--- src/rtl/demux_dispatch_if.sv ---
// Request/select bundle between a dispatch client and demux_dispatch.
// The stat_cnt member exists only when DEMUX_DISPATCH_STATS_EN is defined.
interface demux_dispatch_if #(
   parameter int DEPTH  = 4,
   parameter int HOLD_W = 4
);
   localparam int CNT_W = $clog2(DEPTH) + 1;

   logic              req_valid;
   logic              req_ready;
   logic [1:0]        req_dest;
   logic [HOLD_W-1:0] req_len;
   logic              a;
   logic              b;
   logic              en;
   logic              busy;
   logic [CNT_W-1:0]  fifo_count;

`ifdef DEMUX_DISPATCH_STATS_EN
   logic [31:0]       stat_cnt;

   modport slave (
      input  req_valid, req_dest, req_len,
      output req_ready, a, b, en, busy, fifo_count, stat_cnt
   );

   modport master (
      output req_valid, req_dest, req_len,
      input  req_ready, a, b, en, busy, fifo_count, stat_cnt
   );
`else
   modport slave (
      input  req_valid, req_dest, req_len,
      output req_ready, a, b, en, busy, fifo_count
   );

   modport master (
      output req_valid, req_dest, req_len,
      input  req_ready, a, b, en, busy, fifo_count
   );
`endif
endinterface

--- src/rtl/demux_dispatch.sv ---
// Queued sequencer driving glitch-free a/b/en for a 1-to-4 demux.
// Optional per-line dispatch counters are enabled with DEMUX_DISPATCH_STATS_EN.
module demux_dispatch #(
   parameter int DEPTH  = 4,
   parameter int HOLD_W = 4
) (
   input  logic             clk,
   input  logic             rst,
   demux_dispatch_if.slave  bus
);
   localparam int PTR_W   = $clog2(DEPTH);
   localparam int CNT_W   = PTR_W + 1;
   localparam int ENTRY_W = HOLD_W + 2;

   typedef enum logic [1:0] {
      ST_IDLE   = 2'd0,
      ST_SETUP  = 2'd1,
      ST_ACTIVE = 2'd2,
      ST_GAP    = 2'd3
   } state_t;

   logic [ENTRY_W-1:0] mem_r [DEPTH];
   logic [PTR_W-1:0]   wr_ptr_r;
   logic [PTR_W-1:0]   rd_ptr_r;
   logic [CNT_W-1:0]   count_r;
   logic               full_s;
   logic               empty_s;
   logic               push_s;
   logic               pop_s;
   logic [ENTRY_W-1:0] head_s;
   logic [1:0]         head_dest_s;
   logic [HOLD_W-1:0]  head_len_s;
   logic [HOLD_W-1:0]  load_len_s;

   state_t             state_r;
   state_t             state_next_s;
   logic [HOLD_W-1:0]  hold_r;
   logic [HOLD_W-1:0]  hold_next_s;
   logic               a_r;
   logic               a_next_s;
   logic               b_r;
   logic               b_next_s;
   logic               en_r;
   logic               en_next_s;
   logic               done_s;

   assign full_s      = (count_r == CNT_W'(DEPTH));
   assign empty_s     = (count_r == CNT_W'(1'b0));
   assign push_s      = bus.req_valid && !full_s;
   assign head_s      = mem_r[rd_ptr_r];
   assign head_dest_s = head_s[ENTRY_W-1 -: 2];
   assign head_len_s  = head_s[HOLD_W-1:0];
   // A zero hold length still gives a one-cycle enable pulse.
   assign load_len_s  = (head_len_s == HOLD_W'(1'b0)) ? HOLD_W'(1'b1) : head_len_s;

   // FIFO storage write; contents need no reset because count gates reads.
   always_ff @(posedge clk) begin
      if (push_s) begin
         mem_r[wr_ptr_r] <= {bus.req_dest, bus.req_len};
      end
   end

   // FIFO pointers and occupancy.
   always_ff @(posedge clk or posedge rst) begin
      if (rst) begin
         wr_ptr_r <= PTR_W'(1'b0);
         rd_ptr_r <= PTR_W'(1'b0);
         count_r  <= CNT_W'(1'b0);
      end else begin
         if (push_s) begin
            wr_ptr_r <= wr_ptr_r + PTR_W'(1'b1);
         end
         if (pop_s) begin
            rd_ptr_r <= rd_ptr_r + PTR_W'(1'b1);
         end
         case ({push_s, pop_s})
            2'b10:   count_r <= count_r + CNT_W'(1'b1);
            2'b01:   count_r <= count_r - CNT_W'(1'b1);
            default: count_r <= count_r;
         endcase
      end
   end

   // Dispatch sequencing: next state, hold counter and select/enable values.
   always_comb begin
      state_next_s = state_r;
      hold_next_s  = hold_r;
      a_next_s     = a_r;
      b_next_s     = b_r;
      en_next_s    = en_r;
      pop_s        = 1'b0;
      done_s       = 1'b0;
      case (state_r)
         ST_IDLE, ST_GAP: begin
            en_next_s = 1'b0;
            if (!empty_s) begin
               pop_s                  = 1'b1;
               {b_next_s, a_next_s}   = head_dest_s;
               hold_next_s            = load_len_s;
               state_next_s           = ST_SETUP;
            end else begin
               state_next_s = ST_IDLE;
            end
         end
         ST_SETUP: begin
            en_next_s    = 1'b1;
            state_next_s = ST_ACTIVE;
         end
         ST_ACTIVE: begin
            if (hold_r == HOLD_W'(1'b1)) begin
               en_next_s    = 1'b0;
               done_s       = 1'b1;
               state_next_s = ST_GAP;
            end else begin
               en_next_s    = 1'b1;
               hold_next_s  = hold_r - HOLD_W'(1'b1);
               state_next_s = ST_ACTIVE;
            end
         end
         default: begin
            en_next_s    = 1'b0;
            state_next_s = ST_IDLE;
         end
      endcase
   end

   // Sequencer registers; reset drops en immediately and abandons the transfer.
   always_ff @(posedge clk or posedge rst) begin
      if (rst) begin
         state_r <= ST_IDLE;
         hold_r  <= HOLD_W'(1'b0);
         a_r     <= 1'b0;
         b_r     <= 1'b0;
         en_r    <= 1'b0;
      end else begin
         state_r <= state_next_s;
         hold_r  <= hold_next_s;
         a_r     <= a_next_s;
         b_r     <= b_next_s;
         en_r    <= en_next_s;
      end
   end

   assign bus.req_ready  = !full_s;
   assign bus.a          = a_r;
   assign bus.b          = b_r;
   assign bus.en         = en_r;
   assign bus.busy       = (state_r != ST_IDLE);
   assign bus.fifo_count = count_r;

`ifdef DEMUX_DISPATCH_STATS_EN
   logic [7:0] stat_r [4];

   // Saturating completed-dispatch counters indexed by the held select lines.
   always_ff @(posedge clk or posedge rst) begin
      if (rst) begin
         for (int i = 0; i < 4; i++) begin
            stat_r[i] <= 8'd0;
         end
      end else if (done_s && (stat_r[{b_r, a_r}] != 8'hFF)) begin
         stat_r[{b_r, a_r}] <= stat_r[{b_r, a_r}] + 8'd1;
      end
   end

   assign bus.stat_cnt = {stat_r[3], stat_r[2], stat_r[1], stat_r[0]};
`endif

endmodule
--- src/flat_wrapper.sv ---
// flat-port wrapper written by rule: the top's interface ports become plain ports
module demux_dispatch_flat 
#(
   parameter int DEPTH  = 4,
   parameter int HOLD_W = 4
)
  (clk, rst, bus_req_valid, bus_req_dest, bus_req_len, bus_req_ready, bus_a, bus_b, bus_en, bus_busy, bus_fifo_count);
  demux_dispatch_if #(.DEPTH(DEPTH), .HOLD_W(HOLD_W)) bus_i ();
  input  logic clk;
  input  logic rst;
  input wire logic [$bits(bus_i.req_valid)-1:0] bus_req_valid;
  input wire logic [$bits(bus_i.req_dest)-1:0] bus_req_dest;
  input wire logic [$bits(bus_i.req_len)-1:0] bus_req_len;
  output wire logic [$bits(bus_i.req_ready)-1:0] bus_req_ready;
  output wire logic [$bits(bus_i.a)-1:0] bus_a;
  output wire logic [$bits(bus_i.b)-1:0] bus_b;
  output wire logic [$bits(bus_i.en)-1:0] bus_en;
  output wire logic [$bits(bus_i.busy)-1:0] bus_busy;
  output wire logic [$bits(bus_i.fifo_count)-1:0] bus_fifo_count;
  assign bus_i.req_valid = bus_req_valid;
  assign bus_i.req_dest = bus_req_dest;
  assign bus_i.req_len = bus_req_len;
  assign bus_req_ready = bus_i.req_ready;
  assign bus_a = bus_i.a;
  assign bus_b = bus_i.b;
  assign bus_en = bus_i.en;
  assign bus_busy = bus_i.busy;
  assign bus_fifo_count = bus_i.fifo_count;
  demux_dispatch #(.DEPTH(DEPTH), .HOLD_W(HOLD_W)) u_core (.clk(clk), .rst(rst), .bus(bus_i));
endmodule
--- config.mk ---
export PLATFORM = sky130hd
export DESIGN_NAME = demux_dispatch_flat
export DESIGN_NICKNAME = d
export VERILOG_FILES = /design/src/rtl/demux_dispatch_if.sv /design/src/rtl/demux_dispatch.sv /design/src/flat_wrapper.sv
export SDC_FILE = /design/constraint.sdc
export NUM_CORES = 1
export LEC_CHECK = 0
export BUFFER_PORTS_ARGS = -buffer_cell sky130_fd_sc_hd__buf_2
export CORE_MARGIN = 8
export CORE_UTILIZATION = 45
export CTS_CLUSTER_SIZE = 16
export DETAILED_ROUTE_END_ITERATION = 10
export PLACE_DENSITY = 0.75
export SYNTH_ARGS = -nofsm -noshare
export SYNTH_HDL_FRONTEND = slang
export SYNTH_SLANG_ARGS = --single-unit
--- constraint.sdc ---
create_clock -name clk -period 2.93 [get_ports clk]
set_input_delay 0.293 -clock clk [delete_from_list [all_inputs] [get_ports clk]]
set_output_delay 0.293 -clock clk [all_outputs]
set_load 0.02 [all_outputs]
Yosys cells after proc, flatten, opt, wreduce, memory -nomap -nowiden
Memory sizes are Yosys's and may differ from the RTL's.
Index checks and enable logic that the tools add are counted.

word-level totals
  register bits = 16
  RAM bits = 24
  input bits = 9
  output and inout port bits = 8
  word-level logic and storage cells = 49
  memories kept = 1

cells by class
  $add $sub $neg = 5
  equality and inequality tests = 9
  mux-type cells = 14
  bitwise logic cells = 1
  reductions and logical operators = 11

memory list
  name          words  bits a word  read ports  clocked after memory_dff  wr ports  RTL line              source
  u_core.mem_r  4      6            1           0                         1         demux_dispatch.sv:22  logic [ENTRY_W-1:0] mem_r [DEPTH];

operator list
  operator                                             number
  two-way mux 4 bit                                    3
  case mux 4 bit (2 select lines)                      1
  two-way mux 1 bit                                    7
  equality test 2 bit, second input constant           3
  case mux 2 bit (3 select lines)                      1
  case mux 3 bit (2 select lines)                      1
  nonzero test 2 bit                                   3
  adder 2 x 1 -> 2 bit, second input constant          2
  equality test 2 x 1 -> 1 bit, second input constant  2
  equality test 4 x 1 -> 1 bit, second input constant  1
  logical NOT 4 bit                                    1
  != test 2 bit, second input constant                 2
  subtractor 4 x 1 -> 4 bit, second input constant     1
  adder 3 x 1 -> 3 bit, second input constant          1
  equality test 3 bit, second input constant           1
  logical NOT 3 bit                                    1
  case mux 1 bit (3 select lines)                      1
  AND reduction 3 bit                                  1
  subtractor 3 x 1 -> 3 bit, second input constant     1
  logical NOT 2 bit                                    1
  AND reduction 2 bit                                  1
  OR reduction 2 bit                                   1
  logical AND 1 bit                                    1
  logical NOT 1 bit                                    1
  NOT 1 bit                                            1

Depth between registers and ports, before layout
Gate-level depths: netlist (run 1).

  word-level depth = 5
  gate-level depth with buffers = 10
  depth with buffers taken out = 10

Least setup slack after synthesis (run 1)
No wires, ideal clock.

  path kind = register to register
  from = register u_core.count_r[0], in the netlist u_core.bus.fifo_count[0]
  to = register u_core.count_r[2], in the netlist u_core.bus.fifo_count[2]
  library setup time = 80 ps
  arrival = 2150 ps
  required time = 2850 ps
  path slack = 700 ps
  cell stages (with the launch flop) = 11
  path buffers = 0
  clock period less this slack = 2230 ps
  cell sequence = dfrtp_1 > inv_1 > nand3_1 > and2_1 > inv_1 > ha_1 > inv_1 > fa_1 > xor2_1 > nor2_1 > xor2_1

between the ends
  word-level cells in the longest chain between the ends = 5
  elaborated cells on any way between the ends = 12
  classes of those cells = 2 x add/sub; 3 x eq/ne; 3 x mux; 4 x reduce/logical

RTL lines
  element                                                                RTL line              source
  start, declared                                                        demux_dispatch.sv:25  logic [CNT_W-1:0] count_r;
  start signal, assigned                                                 demux_dispatch.sv:68  count_r <= CNT_W'(1'b0);
  start signal, assigned                                                 demux_dispatch.sv:77  2'b10: count_r <= count_r + CNT_W'(1'b1);
  start signal, assigned                                                 demux_dispatch.sv:78  2'b01: count_r <= count_r - CNT_W'(1'b1);
  equality test 3 bit *                                                  demux_dispatch.sv:47  assign full_s = (count_r == CNT_W'(DEPTH));
  logical NOT 1 bit *                                                    --
  via bus_req_ready                                                      flat_wrapper.sv:14    output wire logic [$bits(bus_i.req_ready)-1:0] bus_req_ready;
  logical AND 1 bit *                                                    demux_dispatch.sv:49  assign push_s = bus.req_valid && !full_s;
  equality test 2 x 1 -> 1 bit or equality test 2 bit (tied branches)    demux_dispatch.sv:76  case ({push_s, pop_s})
  case mux 3 bit (2 select lines) or nonzero test 2 bit (tied branches)  --

The timed path passes the listed nets; every way through them passes the cells marked *.
A chain may end at the register's enable or synchronous reset.

Worst setup path in the final report (run 1)
  from = register u_core.state_r[0]
  to = register u_core.count_r[2], in the netlist u_core.bus.fifo_count[2]

between the ends
  word-level cells in the longest chain between the ends = 5
  elaborated cells on any way between the ends = 8
  classes of those cells = 3 x eq/ne; 2 x mux; 3 x reduce/logical

RTL lines
  element                                                                RTL line               source
  start, declared                                                        demux_dispatch.sv:35   state_t state_r;
  start signal, assigned                                                 demux_dispatch.sv:136  state_r <= state_next_s;
  equality test 2 bit or logical NOT 2 bit (tied branches)               demux_dispatch.sv:93   case (state_r)
  OR reduction 2 bit *                                                   demux_dispatch.sv:93
  two-way mux 1 bit *                                                    demux_dispatch.sv:93
  via u_core.pop_s                                                       demux_dispatch.sv:29   logic pop_s;
  equality test 2 x 1 -> 1 bit or equality test 2 bit (tied branches)    demux_dispatch.sv:76
  case mux 3 bit (2 select lines) or nonzero test 2 bit (tied branches)  --
  end signal, assigned                                                   demux_dispatch.sv:77
  end signal, assigned                                                   demux_dispatch.sv:78
  end signal, assigned                                                   demux_dispatch.sv:79   default: count_r <= count_r;

Marks and branches as above.

==> results_dict.tcl, run 1 <==
set metrics [dict create \
    h-tree-depth 2 \
    grt_pass1_wl_um 4910 \
    finalMaxSlewViolations 0 \
    path_cells "inv_1 > ha_1 > nor2_1 > ha_1 > inv_1 > fa_1 > xor2_1 > nor2_1 > xor2_1" \
    relSlewSlack_pct 59.2 \
    hold_viol 0 \
    dp_hpwl_um 2170 \
    maxCapViolations 0 \
    grt_pass1_vias 1059 \
    n_fill_cell 340 \
    die_w_um 79.3 \
    grt_max_degree 17 \
    drt-total-wl_um 2920 \
    clkLatencyLatePin_ps 290 \
    grt_overflow 0 \
    firstDrtPassIters 4 \
    cp_max_fo 6 \
    antenna_cells 0 \
    min_period_ps 2360 \
    worstSetupEndpointType "flop" \
    setup_viol 0 \
    antenna_found_initial 0 \
    path_clk_slew_ps 80 \
    setup-tns-final_ps 0 \
    powerDensity_mw_per_mm2 1160 \
    cts_buffers 5 \
    area_growth_pct 12.8 \
    skew_ps 9.45 \
    ys_ff_latch 40 \
    critPathLaunchType "flop" \
    wl_per_cell_um 15.0 \
    ios 17 \
    cts_tree "done" \
    path_class "flop to flop" \
    max_freq_ghz 0.424 \
    ys.flop_type "edfxtp_1" \
    p_leak_nw 0.856 \
    first_iter_violations 43 \
    grt.total_usage_pct 10.2 \
    synth_nets 143 \
    ctsResizeCount 0 \
    drive_gt1_share_pct 21.4 \
    coreArea_sq_mm 0.00391 \
    ys_warn_count 0 \
    syn_avg_cell_area_sq_um 14.6 \
    post-cts-setup-buffers 0 \
    crit_slowest_cell "nor2_1" \
    fin_nets 164 \
    period_share_pct 80.5 \
    portBuffers 16 \
    die_y_um 79.3 \
    worstMarginPinSlew_ps 612 \
    final_common_cell "edfxtp_1" \
    ir_drop_mv 0.445 \
    row_count 23 \
    fin_area_sq_mm 0.00203 \
    rsz0062_at_grt "false" \
    cts.path.max_buffers 2 \
    ant_nets 0 \
    async_reset_ff_share_pct 40.0 \
    clock-root-buffer "clkbuf_8" \
    dieArea_sq_mm 0.00628 \
    required_ps 3150 \
    synth_edf_count 24 \
    design_power_total_mw 2.35 \
    drc_errors 0 \
    syn-cell-area_sq_mm 0.00180 \
    cp_data_arrival_time_ps 2570 \
    worst_path_largest_cell_delay_ps 390 \
    ys_types 32 \
    syn_inst 123 \
    place_area_sq_mm 0.00193 \
    gp_congestion 0.795 \
    num_vias 1008 \
    initial_core_util_pct 46.0 \
    yosysSeqAreaShare_pct 62.2 \
    clkSinkCount 40 \
    hp-class "input pin to async pin" \
    via_per_inst 5.17 \
    status "finished clean" \
    hold_buffers 0 \
    final_cell_mix "edfxtp_1, buf_2, dfrtp_1" \
]
cells in the mapped netlist, drive strengths merged (3+ instances only):
master | number | share of area (%)
edfxtp | 24 | 40
o21ai | 4 | 1.1
inv | 13 | 2.7
mux4 | 5 | 6.9
nor3 | 3 | 0.83
and3 | 4 | 1.4
dfrtp | 16 | 22
nand2 | 6 | 1.2
mux2 | 4 | 2.5
nand3 | 3 | 0.83
nor2 | 6 | 1.2
ha | 10 | 6.9
xor2 | 3 | 1.5
xnor2 | 3 | 1.5
logic make-up after synthesis:
| family | Yosys count | synth area share (%) |
|---|---|---|
| compound gates | 12 | 4.31 |
| xor+xnor | 6 | 2.92 |
| fa+ha+maj | 11 | 8.06 |
| buf+inv | 15 | 3.75 |
| flops | 40 | 62.2 |
| mux | 11 | 10.5 |
| simple gates | 28 | 8.26 |
critical path, delay by kind of cell, from the launching register on:
kind | cells | cell delay (ps)
XOR/XNOR | 2 | 310
adder cells (fa/ha/maj) | 3 | 980
buffers and inverters | 2 | 120
AND/OR/NAND/NOR | 2 | 500
flip-flops | 1 | 360
metrics by stage:
stage          utilization [%]  hold slack, ps  setup slack, ps  std cells
5_1_grt                   52.0             111              436        195
2_1_floorplan                -             207              700        123
6_report                  52.0            61.3              571        195
3_3_place_gp              49.2             381              716        187
3_5_place_dp              49.2             401              583        187
4_1_cts                   52.0            86.2              569        195
power by group:
group,switching (mW),leakage (nW),internal [mW]
Sequential,0.156,0.408,0.800
Clock,0.184,0.0552,0.253
Combinational,0.517,0.392,0.442
registers in the layout (all words and copies together) (netlist names):
name                   flops
u_core.bus.b               1
u_core.hold_r              4
u_core.mem_r              24
u_core.bus.a               1
u_core.wr_ptr_r            2
u_core.state_r             2
u_core.bus.en              1
u_core.bus.fifo_count      3
u_core.rd_ptr_r            2
layer usage:
layer | routed length, um | part of all wire [%] | vias to the layer above | track usage, %
li1 | - | - | 482 | -
met1 | 1250 | 43 | 499 | 11.5
met2 | 1520 | 52 | 24 | 17.1
met3 | 140 | 4.8 | 3 | 3.84
met4 | 19 | 0.65 | 0 | 3.89
met5 | 0 | 0 | - | 0
final cells by class:
class	count	area, sq um	share of cell area (%)
clock inverter	2	35.0	1.72
multi-input combinational	68	613	30.2
tap	50	62.6	3.08
timing repair buffer	16	80.1	3.94
clock buffer	6	72.6	3.57
inverter	13	48.8	2.40
sequential	40	1120	55.1
final timing paths:
check,start,endpoint,slack [ps],cells after the start
max,u_core.state_r[0],u_core.bus.fifo_count[2],570,9
min,rst,u_core.bus.en,60,2
max reg2reg,u_core.state_r[0],u_core.bus.fifo_count[2],570,9
min reg2reg,u_core.bus.b,u_core.bus.b,530,1
max in group asynchronous,rst,u_core.wr_ptr_r[1],2460,2
min in group clk,bus_req_len[0],u_core.mem_r[3][0],220,1
Power figures use the tool's default switching activity.
==> run 2, diff against run 1 <==
Settings changed: PLACE_DENSITY 0.75 to 0.78.
Clock period 2.93 ns to 2.12 ns, I/O delays scaled along.
==> results_dict.tcl, run 2 (synthesis gave the netlist of run 1 again) <==
set metrics [dict create \
    row_count 23 \
    period_share_pct 94.7 \
    maxCapViolations 0 \
    place_area_sq_mm 0.00195 \
    drc_errors 0 \
    drt-total-wl_um 3110 \
    post-cts-setup-buffers 0 \
    highest_layer "met4" \
    via_per_inst 5.19 \
    die_w_um 79.3 \
    post-place-ws_ps 29.6 \
    setup.worst_path.start "u_core.bus.fifo_count[0]" \
    fin_area_sq_mm 0.00208 \
    whs_ps -9.19 \
    design_power_total_mw 3.42 \
    final_cell_mix "edfxtp_1, buf_2, dfrtp_1" \
    crit_slowest_cell "dfrtp_1" \
    regMostFlops "u_core.mem_r" \
    worstMarginPinSlew_ps 639 \
    clkLatencyLatePin_ps 290 \
    ant_nets 0 \
    ir_drop_mv 0.718 \
    gp_congestion 0.807 \
    initial_core_util_pct 46.0 \
    clock-root-buffer "clkbuf_8" \
    wl_per_cell_um 15.8 \
    setup-tns-final_ps 0 \
    worst_path_largest_cell_delay_ps 450 \
    path_class "flop to flop" \
    finalMaxSlewViolations 0 \
    clkSinkCount 40 \
    firstDrtPassIters 4 \
    antenna_found_initial 0 \
    area_growth_pct 15.6 \
    cts_buffers 5 \
    hold_viol 13 \
    final_cells 197 \
    hp-class "input pin to async pin" \
    layout_setup_ws_ps 112 \
    die_y_um 79.3 \
    antenna_cells 0 \
    rsz0062_at_grt "false" \
    switching_share_pct 37.2 \
    cp-endpoint "u_core.bus.fifo_count[2]" \
    relSlewSlack_pct 57.3 \
    first_iter_violations 29 \
    r2r_end "u_core.bus.fifo_count[2]" \
    violations "negative hold slack" \
    p_int_mw 2.15 \
    met1_length_um 1300 \
    cp_max_fo 6 \
    grt_pass1_wl_um 5170 \
    p_clk_share_pct 18.0 \
    grt_pass1_vias 1110 \
    routed-wl-met3_um 128 \
    cp_top_family "adder cells" \
    ios 17 \
    reg2reg_from "u_core.bus.fifo_count[0]" \
    critPathLaunchType "flop" \
    h-tree-depth 2 \
    status "finished with violations" \
    pwr-share-seq_pct 39.2 \
    portBuffers 16 \
    drive_gt1_share_pct 28.6 \
    reg2reg_slack_ps 110 \
    grt_overflow 0 \
    grt_max_degree 17 \
    finish.utilization_pct 53.2 \
    path_clk_slew_ps 80 \
    powerDensity_mw_per_mm2 1640 \
    cp_data_arrival_time_ps 2220 \
    dpl.cell_count 189 \
    largest_register_ffs 24 \
    dieArea_sq_mm 0.00628 \
    cts.path.max_buffers 2 \
    min_period_ps 2010 \
    cts_tree "done" \
    skew_ps 6.96 \
    worstRegToRegCells 10 \
    max_freq_ghz 0.498 \
    p_leak_nw 0.865 \
    coreArea_sq_mm 0.00391 \
    power.switching_mw 1.27 \
    path_cells "inv_2 > nand3_4 > and2_4 > inv_1 > ha_1 > inv_1 > fa_1 > xor2_1 > nor2_1 > xor2_1" \
    required_ps 2330 \
    setup_viol 0 \
    cp.depth 10 \
    route.met2.wl_um 1640 \
    fin_nets 166 \
    p_comb_share_pct 42.8 \
    worstSetupEndpointType "flop" \
    num_vias 1023 \
    grt.total_usage_pct 10.7 \
    path_buf_inv 3 \
    final_common_cell "edfxtp_1" \
    dp_hpwl_um 2290 \
]
## run 2: timing repair
item                       in CTS  in global routing
hold buffers                    0                  0
setup endpoints to repair       0                  1
gates resized for setup         0                  7
## run 2: routing by layer
metal,vias to the layer above,GRT usage [%]
li1,489,-
met1,507,11.6
met2,21,18.8
met3,6,3.95
met4,0,3.70
met5,-,0
## run 2: power groups by stage
stage               combinational (mW)  sequential (mW)  clock (mW)
floorplan                         1.08             1.30           0
global placement                  1.33             1.31           0
detailed placement                1.41             1.35           0
CTS                               1.42             1.33       0.624
global route                      1.63             1.37       0.655
finish                            1.46             1.34       0.615
## run 2: worst min-delay path by stage
stage | from | to | depth (start not counted)
after floorplan | rst | u_core.bus.a | 1
after global placement | rst | u_core.bus.fifo_count[1] | 2
after detailed placement | rst | u_core.bus.fifo_count[1] | 2
after CTS | rst | u_core.hold_r[3] | 2
after global routing | rst | u_core.state_r[0] | 2
final | rst | u_core.bus.fifo_count[2] | 2
## run 2: cell type report
type	instances	area (sq um)
sequential	40	1120
fill	321	1830
clock buffer	5	68.8
multi-input combinational	68	643
tap	50	62.6
timing repair buffer	18	95.1
inverter	13	48.8
clock inverter	3	42.5
==> run 3, diff against run 2 <==
Settings changed: PLACE_DENSITY 0.78 to 0.66.
==> results_dict.tcl, run 3 (synthesis gave the netlist of run 1 again) <==
set metrics [dict create \
    die_w_um 79.3 \
    grt_overflow 0 \
    rsz0062_at_grt "false" \
    period_share_pct 93.7 \
    portBuffers 16 \
    cp_top_family "adder cells" \
    finish.utilization_pct 53.2 \
    whs_ps -6.56 \
    initial_core_util_pct 46.0 \
    ctsResizeCount 0 \
    p_leak_nw 0.865 \
    largest_register_ffs 24 \
    hold_buffers 0 \
    layout_setup_ws_ps 133 \
    ant_nets 0 \
    clkSinkCount 40 \
    drt-total-wl_um 3040 \
    worstMarginPinSlew_ps 630 \
    die_y_um 79.3 \
    cp_max_fo 5 \
    h-tree-depth 2 \
    final_common_cell "edfxtp_1" \
    finalMaxSlewViolations 0 \
    regMostFlops "u_core.mem_r" \
    num_vias 1008 \
    post-cts-setup-buffers 0 \
    critPathLaunchType "flop" \
    via_per_inst 5.12 \
    area_growth_pct 15.5 \
    path_buf_inv 2 \
    status "finished with violations" \
    wl_per_cell_um 15.4 \
    setup-tns-final_ps 0 \
    path_cells "inv_1 > ha_4 > nor2_2 > ha_1 > inv_1 > fa_1 > xor2_1 > nor2_1 > xor2_1" \
    ios 17 \
    ir_drop_mv 0.895 \
    final_cell_mix "edfxtp_1, buf_2, dfrtp_1" \
    grt.total_usage_pct 10.7 \
    place_area_sq_mm 0.00195 \
    relSlewSlack_pct 57.9 \
    setup_viol 0 \
    cts_tree "done" \
    antenna_cells 0 \
    first_iter_violations 53 \
    grt_max_degree 17 \
    dp_hpwl_um 2160 \
    skew_ps 5.44 \
    row_count 23 \
    fin_nets 166 \
    hold_viol 15 \
    hp-class "input pin to async pin" \
    powerDensity_mw_per_mm2 1630 \
    worst_path_largest_cell_delay_ps 390 \
    max_freq_ghz 0.503 \
    fin_area_sq_mm 0.00208 \
    clkLatencyLatePin_ps 290 \
    maxCapViolations 0 \
    worstSetupEndpointType "flop" \
    required_ps 2330 \
    crit_slowest_cell "dfrtp_1" \
    clock-root-buffer "clkbuf_8" \
    drive_gt1_share_pct 28.6 \
    violations "negative hold slack" \
    design_power_total_mw 3.38 \
    antenna_found_initial 0 \
    path_class "flop to flop" \
    dieArea_sq_mm 0.00628 \
    final_cells 197 \
    firstDrtPassIters 4 \
    cp_data_arrival_time_ps 2200 \
    gp_congestion 0.785 \
    cts_buffers 5 \
    grt_pass1_vias 1079 \
    path_clk_slew_ps 80 \
    cts.path.max_buffers 2 \
    dpl.cell_count 189 \
    coreArea_sq_mm 0.00391 \
    grt_pass1_wl_um 5100 \
    min_period_ps 1990 \
    drc_errors 0 \
    post-place-ws_ps 81.1 \
]
run 3: changes by cell type in the layout (fill, tap and decap cells not counted), sizes merged:
cell / previous run / this run
inv: 13 / 14
clkinv: 1 / 0
run 3: worst paths after layout:
check / slack [ps] / cells after the start / start / end
max in group asynchronous: 1680 / 2 / rst / u_core.bus.fifo_count[0]
min: -7 / 2 / rst / u_core.hold_r[3]
min reg2reg: 520 / 1 / u_core.bus.a / u_core.bus.a
max: 130 / 9 / u_core.state_r[1] / u_core.bus.fifo_count[2]
max reg2reg: 130 / 9 / u_core.state_r[1] / u_core.bus.fifo_count[2]
min in group clk: 140 / 1 / bus_req_dest[0] / u_core.mem_r[2][4]
run 3: cell type report:
class                   instances  area [sq um]
fillers                       351          1830
flip-flops and latches         40          1120
multi-input cells              68           636
repair buffers                 18          95.1
clock buffers                   5          68.8
well taps                      50          62.6
inverters                      13          48.8
clock inverters                 3          46.3
run 3: metal layers:
layer / wire length (um) / track usage [%] / part of all wire, %
met3: 124 / 3.72 / 4.1
met5: 0 / 0 / 0
met2: 1620 / 18.9 / 53
met4: 26 / 3.89 / 0.86
met1: 1270 / 11.5 / 42
run 3: report_power, final:
part           leakage (nW)  internal [mW]  switching [mW]  total, mW
clock                0.0548          0.354           0.264      0.619
combinational         0.404          0.685           0.757       1.44
sequential            0.406           1.11           0.212       1.32
